`src/rtl/dac_spi_multi_if.sv`:
```
// Request and serial-bus signals of the multi-channel DAC driver.
//   enable, start, data_in, ch_mask : request side, driven by the front-end
//   busy, done                      : request status, driven by the driver
//   cs_n, sck, sdi, ldac_n          : serial DAC bus, driven by the driver
// Handshake: a request is taken on a clock edge where start=1 and enable=1
// while the driver is idle (or in its done cycle); data_in and ch_mask are
// captured on that edge. done is a one-cycle completion pulse.
interface dac_spi_multi_if #(
  parameter int DATA_W = 16,
  parameter int N_CH   = 4
);
  logic                     enable;
  logic                     start;
  logic [N_CH*DATA_W-1:0]   data_in;
  logic [N_CH-1:0]          ch_mask;
  logic                     busy;
  logic                     done;
  logic [N_CH-1:0]          cs_n;
  logic                     sck;
  logic                     sdi;
  logic                     ldac_n;

  modport master (
    output enable, start, data_in, ch_mask,
    input  busy, done, cs_n, sck, sdi, ldac_n
  );

  modport slave (
    input  enable, start, data_in, ch_mask,
    output busy, done, cs_n, sck, sdi, ldac_n
  );
endinterface

```
`src/rtl/dac_spi_multi.sv`:
```
// Multi-channel serial DAC driver. Shifts each enabled channel's word
// MSB-first on a shared sck/sdi bus with one cs_n per channel, then strobes
// ldac_n (after every frame, or once after the last frame in LDAC_MODE=1).
// Ports:
//   clk, rst  : clock, synchronous active-high reset
//   bus       : dac_spi_multi_if slave (request, status, serial bus)
//   state_dbg : current FSM state (IDLE=0 SHIFT=1 GAP=2 LDAC=3 FIN=4)
module dac_spi_multi #(
  parameter int DATA_W    = 16,
  parameter int N_CH      = 4,
  parameter int SCK_DIV   = 2,
  parameter int T_CS_LD   = 2,
  parameter int T_LDAC    = 5,
  parameter int LDAC_MODE = 1
) (
  input  logic             clk,
  input  logic             rst,
  dac_spi_multi_if.slave   bus,
  output logic [2:0]       state_dbg
);
  localparam int CW   = (N_CH > 1) ? $clog2(N_CH) : 1;
  localparam int PW   = $clog2(2*SCK_DIV) + 1;
  localparam int BW   = $clog2(DATA_W) + 1;
  localparam int TMAX = (T_CS_LD > T_LDAC) ? T_CS_LD : T_LDAC;
  localparam int TW   = $clog2(TMAX) + 1;

  typedef enum logic [2:0] {
    IDLE  = 3'd0,
    SHIFT = 3'd1,
    GAP   = 3'd2,
    LDAC  = 3'd3,
    FIN   = 3'd4
  } state_t;

  state_t                  state;
  logic [CW-1:0]           ch;
  logic [N_CH*DATA_W-1:0]  data_q;
  logic [N_CH-1:0]         mask_q;
  logic [DATA_W-1:0]       shreg;
  logic [PW-1:0]           pcnt;
  logic [BW-1:0]           bitn;
  logic [TW-1:0]           tcnt;

  // Lowest enabled channel with index >= lo; MSB of the result is "found".
  function automatic logic [CW:0] pick(input logic [N_CH-1:0] m, input int lo);
    logic [CW:0] r;
    r = '0;
    for (int c = N_CH-1; c >= 0; c--)
      if (m[c] && c >= lo) r = {1'b1, CW'(c)};
    return r;
  endfunction

  logic                    accept;
  logic                    gap_end;
  logic                    ldac_end;
  logic [CW:0]             nx;
  logic [N_CH*DATA_W-1:0]  src_data;
  logic [DATA_W-1:0]       nx_word;
  logic                    go_frame;

  // The done cycle also accepts, so back-to-back requests have no dead cycle.
  // On accept the next frame comes straight from the bus inputs; otherwise
  // it is the next enabled channel above the current one.
  always_comb begin
    accept   = (state == IDLE || state == FIN) && bus.enable && bus.start;
    gap_end  = (state == GAP)  && (tcnt == TW'(T_CS_LD - 1));
    ldac_end = (state == LDAC) && (tcnt == TW'(T_LDAC - 1));
    src_data = accept ? bus.data_in : data_q;
    nx       = accept ? pick(bus.ch_mask, 0) : pick(mask_q, int'(ch) + 1);
    nx_word  = src_data[int'(nx[CW-1:0])*DATA_W +: DATA_W];
    go_frame = nx[CW] && (accept ||
               (gap_end  && LDAC_MODE == 1) ||
               (ldac_end && LDAC_MODE == 0));
  end

  always_ff @(posedge clk) begin
    if (rst || !bus.enable) begin
      state      <= IDLE;
      ch         <= '0;
      data_q     <= '0;
      mask_q     <= '0;
      shreg      <= '0;
      pcnt       <= '0;
      bitn       <= '0;
      tcnt       <= '0;
      bus.cs_n   <= '1;
      bus.sck    <= 1'b0;
      bus.sdi    <= 1'b0;
      bus.ldac_n <= 1'b1;
      bus.busy   <= 1'b0;
      bus.done   <= 1'b0;
    end else begin
      bus.done <= 1'b0;
      if (accept) begin
        data_q <= bus.data_in;
        mask_q <= bus.ch_mask;
      end
      if (go_frame) begin
        // Start a frame: cs_n low, MSB on sdi, sck low for the first half-bit.
        state      <= SHIFT;
        ch         <= nx[CW-1:0];
        bus.cs_n   <= ~(N_CH'(1) << nx[CW-1:0]);
        bus.sdi    <= nx_word[DATA_W-1];
        shreg      <= nx_word << 1;
        bus.sck    <= 1'b0;
        bus.ldac_n <= 1'b1;
        bus.busy   <= 1'b1;
        pcnt       <= '0;
        bitn       <= '0;
      end else begin
        case (state)
          IDLE, FIN: begin
            // Only an accept with an empty mask reaches here as a request.
            if (accept) begin
              state    <= FIN;
              bus.done <= 1'b1;
            end else begin
              state <= IDLE;
            end
          end
          SHIFT: begin
            if (pcnt == PW'(2*SCK_DIV - 1)) begin
              pcnt    <= '0;
              bus.sck <= 1'b0;
              if (bitn == BW'(DATA_W - 1)) begin
                state    <= GAP;
                bus.cs_n <= '1;
                bus.sdi  <= 1'b0;
                tcnt     <= '0;
              end else begin
                bitn    <= bitn + 1'b1;
                bus.sdi <= shreg[DATA_W-1];
                shreg   <= shreg << 1;
              end
            end else begin
              pcnt    <= pcnt + 1'b1;
              bus.sck <= (pcnt >= PW'(SCK_DIV - 1));
            end
          end
          GAP: begin
            if (gap_end) begin
              state      <= LDAC;
              bus.ldac_n <= 1'b0;
              tcnt       <= '0;
            end else begin
              tcnt <= tcnt + 1'b1;
            end
          end
          LDAC: begin
            if (ldac_end) begin
              state      <= FIN;
              bus.ldac_n <= 1'b1;
              bus.done   <= 1'b1;
              bus.busy   <= 1'b0;
            end else begin
              tcnt <= tcnt + 1'b1;
            end
          end
          default: state <= IDLE;
        endcase
      end
    end
  end

  assign state_dbg = state;
endmodule
```
`src/flat_wrapper.sv`:
```
// flat-port wrapper written by rule: the top's interface ports become plain ports
module dac_spi_multi_flat 
#(
  parameter int DATA_W    = 16,
  parameter int N_CH      = 4,
  parameter int SCK_DIV   = 2,
  parameter int T_CS_LD   = 2,
  parameter int T_LDAC    = 5,
  parameter int LDAC_MODE = 1
)
  (clk, rst, state_dbg, bus_enable, bus_start, bus_data_in, bus_ch_mask, bus_busy, bus_done, bus_cs_n, bus_sck, bus_sdi, bus_ldac_n);
  dac_spi_multi_if #(.DATA_W(DATA_W), .N_CH(N_CH)) bus_i ();
  input  logic clk;
  input  logic rst;
  output logic [2:0] state_dbg;
  input wire logic [$bits(bus_i.enable)-1:0] bus_enable;
  input wire logic [$bits(bus_i.start)-1:0] bus_start;
  input wire logic [$bits(bus_i.data_in)-1:0] bus_data_in;
  input wire logic [$bits(bus_i.ch_mask)-1:0] bus_ch_mask;
  output wire logic [$bits(bus_i.busy)-1:0] bus_busy;
  output wire logic [$bits(bus_i.done)-1:0] bus_done;
  output wire logic [$bits(bus_i.cs_n)-1:0] bus_cs_n;
  output wire logic [$bits(bus_i.sck)-1:0] bus_sck;
  output wire logic [$bits(bus_i.sdi)-1:0] bus_sdi;
  output wire logic [$bits(bus_i.ldac_n)-1:0] bus_ldac_n;
  assign bus_i.enable = bus_enable;
  assign bus_i.start = bus_start;
  assign bus_i.data_in = bus_data_in;
  assign bus_i.ch_mask = bus_ch_mask;
  assign bus_busy = bus_i.busy;
  assign bus_done = bus_i.done;
  assign bus_cs_n = bus_i.cs_n;
  assign bus_sck = bus_i.sck;
  assign bus_sdi = bus_i.sdi;
  assign bus_ldac_n = bus_i.ldac_n;
  dac_spi_multi #(.DATA_W(DATA_W), .N_CH(N_CH), .SCK_DIV(SCK_DIV), .T_CS_LD(T_CS_LD), .T_LDAC(T_LDAC), .LDAC_MODE(LDAC_MODE)) u_core (.clk(clk), .rst(rst), .bus(bus_i), .state_dbg(state_dbg));
endmodule
```
`config.mk`:
```
export PLATFORM = sky130hd
export DESIGN_NAME = dac_spi_multi_flat
export DESIGN_NICKNAME = d
export VERILOG_FILES = /design/src/rtl/dac_spi_multi_if.sv /design/src/rtl/dac_spi_multi.sv /design/src/flat_wrapper.sv
export SDC_FILE = /design/constraint.sdc
export NUM_CORES = 1
export LEC_CHECK = 0
export ABC_AREA = 1
export BUFFER_PORTS_ARGS = -buffer_cell sky130_fd_sc_hd__buf_4
export CAP_MARGIN = 5
export CORE_MARGIN = 1
export CORE_UTILIZATION = 55
export DETAILED_ROUTE_END_ITERATION = 10
export PLACE_DENSITY_LB_ADDON = 0.08
export SLEW_MARGIN = 0
export SYNTH_ARGS = -nofsm -noshare
export SYNTH_HDL_FRONTEND = slang
export SYNTH_SLANG_ARGS = --single-unit
```
`constraint.sdc`:
```
create_clock -name clk -period 2.1 [get_ports clk]
set_input_delay 0.42 -clock clk [delete_from_list [all_inputs] [get_ports clk]]
set_output_delay 0.42 -clock clk [all_outputs]
set_load 0.005 [all_outputs]
```
==> metrics.md <==
| Metric | Value |
|---|---|
| Synth Area in XOR/XNOR | 0.6695% |
| Synth top area cells | dfxtp_1 (41%), nand2_1 (18%), nand3_1 (8.3%) |
| Worst-path clk slew | 0.11 ns |
| RSZ-0062 raised after global routing | false |
| N_diodes | 0 |
| Seq/Total Area, Yosys | 41.32% |
| CP max stage delay | 0.39 ns |
| CTS buffer count | 9 |
| Clock sink total | 108 |
| Multiplexer share of the synthesized area | 0% |
| Final Wtd Congestion | 0.8436 |
| DRC | 0 |
| CTS Root Cell | clkbuf_8 |
| Synth unique cells | 32 |
| Post-Synth Adder-Cell Area | 1.674% |
| Final ANT Viol Nets | 0 |
| Post-Synth Simple-Gate Area | 37.30% |
| Final period demand of the worst path | 1.840 ns |
| Hold WS | 0.3158 ns |
| Via density | 5.111 |
| Final Skew | 0.01949 ns |
| CTS tree | done |
| Slew of the pin with the lowest slew margin | 0.4179 ns |
| Clock power share | 30.7% |
| Critical path class | reg2reg |
| Critical Path RT | 2.37 ns |
| Leakage | 0.002804 uW |
| Area Overhead vs Synth | 16.91% |
| Yosys reg bits | 108 |
| Final WL | 12,580 um |
| Core Box Area | 0.009240 sq mm |
| Fin. max-slew vios | 0 |
| Final cycle utilization of the critical path | 87.63% |
| Hold depth | 3 |
| Reg2Reg Depth | 11 |
| Worst relative slew slack | 71.85% |
| Status | complete, no violations |
| Die Ht | 99.54 um |
| Flop pwr share | 53.9% |
| CP Data Arrival Time | 2.11 ns |
| Initial Util | 56.63% |
| Die area | 0.009908 sq mm |
| Net Sw Frac | 28.52% |
| Final Hold Fails | 0 |
| Max VDD drop | 0.3430 mV |
| CP Launch Type | flip-flop |
| Internal power | 2801 uW |
| Post-synthesis compound-gate area fraction | 10.71% |
| Crit Path Max Fanout | 5 |
| Gr ovfl total | 0 |
| Fraction of layout cells with a size suffix above 1 | 17.81% |
| # port buffers | 83 |
| Die Width | 99.54 um |
| Post-CTS Setup Bufs | 0 |
| # resized after CTS | 0 |
| Final layout net count | 916 |
| Most numerous cell on the critical path | inv_1 |
| Crit path capture type | flip-flop |
| Setup TNS | 0 ns |
| Total track usage | 26.69% |
| HP Class | in2reg |
| Switch Pwr | 1118 uW |
| Vias in the first global route | 4,596 |
| Max Buffers Root-to-Sink | 2 |
| Highest Clock Rate | 543.4 MHz |
| Main combinational cell family by area after synthesis | simple AND/OR/NAND/NOR gates |
| Initial antenna violation count | 0 |
| Top-level port count | 84 |
| Mapped Cells | 771 |
| Critical Path, Cell by Cell | ha_1 -> inv_1 -> nor2_1 -> ha_1 -> inv_1 -> o21ai_1 -> nand2_1 -> nor2_4 -> inv_1 -> o21ai_2 -> nor2_1 |
| Maxcap violations | 0 |
| Site Rows | 35 |
| Combinational share of power | 15.3% |
| DP HPWL | 9292 um |
| First-pass GRT wire length | 21,220 um |
| Post-Syn Nets | 850 |
| Endpoints failing setup | 0 |
| Pin count of the biggest net entering global routing | 71 |
| Syn Area/Cell | 6.787 sq um |
| Starting DRT DRC Count | 264 |
| Slowest stage cell, crit path | dfxtp_1 |
| Pre-Repair DR Iteration Count | 5 |
| Clk_lat worst skew | 0.37 ns |
| Mapped Area | 0.005233 sq mm |
| Pwr/cell area | 640.6 mW/mm^2 |
| Drt wl/cell | 12.96 um |
| DR vias | 4,963 |
| Htree depth | 3 |
| Share of the synthesized area in the top cell type | 41.32% |
| YS warnings | 0 |
| Area leader, netlist | dfxtp_1 |
| Hold buffers post-CTS | 0 |
power groups by stage:
stage                     Combinational, uW  Clock [uW]  Sequential (uW)
after floorplan                         390           0             2150
after global placement                  590           0             2160
after detailed placement                598           0             2160
after CTS                               600        1230             2110
after global routing                    671        1320             2120
final                                   601        1200             2110
per-stage QoR:
step | worst slack, ns | area, sq um | util [%] | std cells | total power (uW)
final | 0.2598 | 6117 | 66.20 | 971 | 3919
after global routing | 0.02028 | 6117 | 66.20 | 971 | 4105
after CTS | 0.1120 | 6113 | 66.16 | 971 | 3939
after detailed placement | 0.1290 | 5934 | 64.22 | 955 | 2758
after global placement | 0.2629 | 5934 | 64.22 | 955 | 2748
after floorplan | 0.4252 | 5233 | - | 771 | 2545
layout make-up:
cell class,count,area [sq um]
inverters,54,205.2
flip-flops and latches,108,2162
fillers,853,3123
clock inverters,6,51.30
well taps,129,161.4
multi-input cells,568,2639
repair buffers,96,770.7
clock buffers,10,127.6
worst paths after layout:
kind             startpoint               end  slack [ns]
max          u_core.bitn[0]    u_core.tcnt[1]        0.26
min          bus_data_in[7]  u_core.data_q[7]        0.32
max reg2reg  u_core.bitn[0]    u_core.tcnt[1]        0.26
min reg2reg  u_core.pcnt[2]    u_core.pcnt[2]        0.48
per-layer routing:
| layer | up-vias | GRT usage, % | share of wire, % |
|---|---|---|---|
| met5 | - | 0 | 0 |
| met4 | 0 | 8.032 | 1.6 |
| met3 | 16 | 3.092 | 3.5 |
| met2 | 126 | 47.86 | 51 |
| met1 | 2245 | 33.61 | 44 |
| li1 | 2576 | - | - |
flip-flops by register name, indices dropped and copies added, names as in the netlist:
name and cells:
u_core.tcnt 4, u_core.mask_q 3, u_core.bus.cs_n 4, u_core.bus.sck 1, u_core.state_dbg 3, u_core.bus.busy 1
u_core.bus.ldac_n 1, u_core.shreg 15, u_core.bus.sdi 1, u_core.pcnt 3, u_core.ch 2, u_core.data_q 64
u_core.bitn 5, u_core.bus.done 1
cell usage in the layout, fill, tap and decap left out:
cell type and instances:
xor2_1 4, dfxtp_1 108, nand3b_1 2, o21ai_0 20, ha_1 7, a211oi_1 1, o21a_1 15, inv_8 1
inv_6 3, a2bb2oi_1 1, buf_12 4, clkinv_2 1, or2_0 2, or2_2 16, o21ai_1 2, inv_1 48
nor2_4 2, inv_2 5, clkinv_4 1, o22ai_1 2, a21oi_1 59, nand2_4 1, nand2_1 257, nand2_2 6
nor2_2 3, o21ai_2 1, nand3_1 87, inv_4 1, clkbuf_1 1, nor2_1 73, nor3_1 2, buf_4 92
clkbuf_8 9, nor2_8 1, nand3_2 3, o221ai_1 1
Yosys cell counts, drive strengths merged:
master   count
nand2      264
dfxtp      108
nand3       90
nor2        79
a21oi       59
inv         54
buf         27
o21ai       23
or2         18
o21a        15
clkbuf      14
ha           7
xor2         4
nand3b       2
nor3         2
o22ai        2
a211oi       1
a2bb2oi      1
o221ai       1
critical path: cells and delay by family (launching register included):
kind / cells / cell delay, ns
AO/OA/AOI/OAI: 2 / 0.34
adder cells (fa/ha/maj): 2 / 0.32
flip-flops: 1 / 0.39
AND/OR/NAND/NOR: 4 / 0.47
buffers and inverters: 3 / 0.21
cells by family after synthesis:
family / count (synthesis)
AOI/OAI and AO/OA: 102
buffers and inverters: 95
and+or+nand+nor: 455
xor gates and xnor gates: 4
adders and majority gates: 7
DFF: 108
No activity file was read; power rests on OpenSTA's default activity.
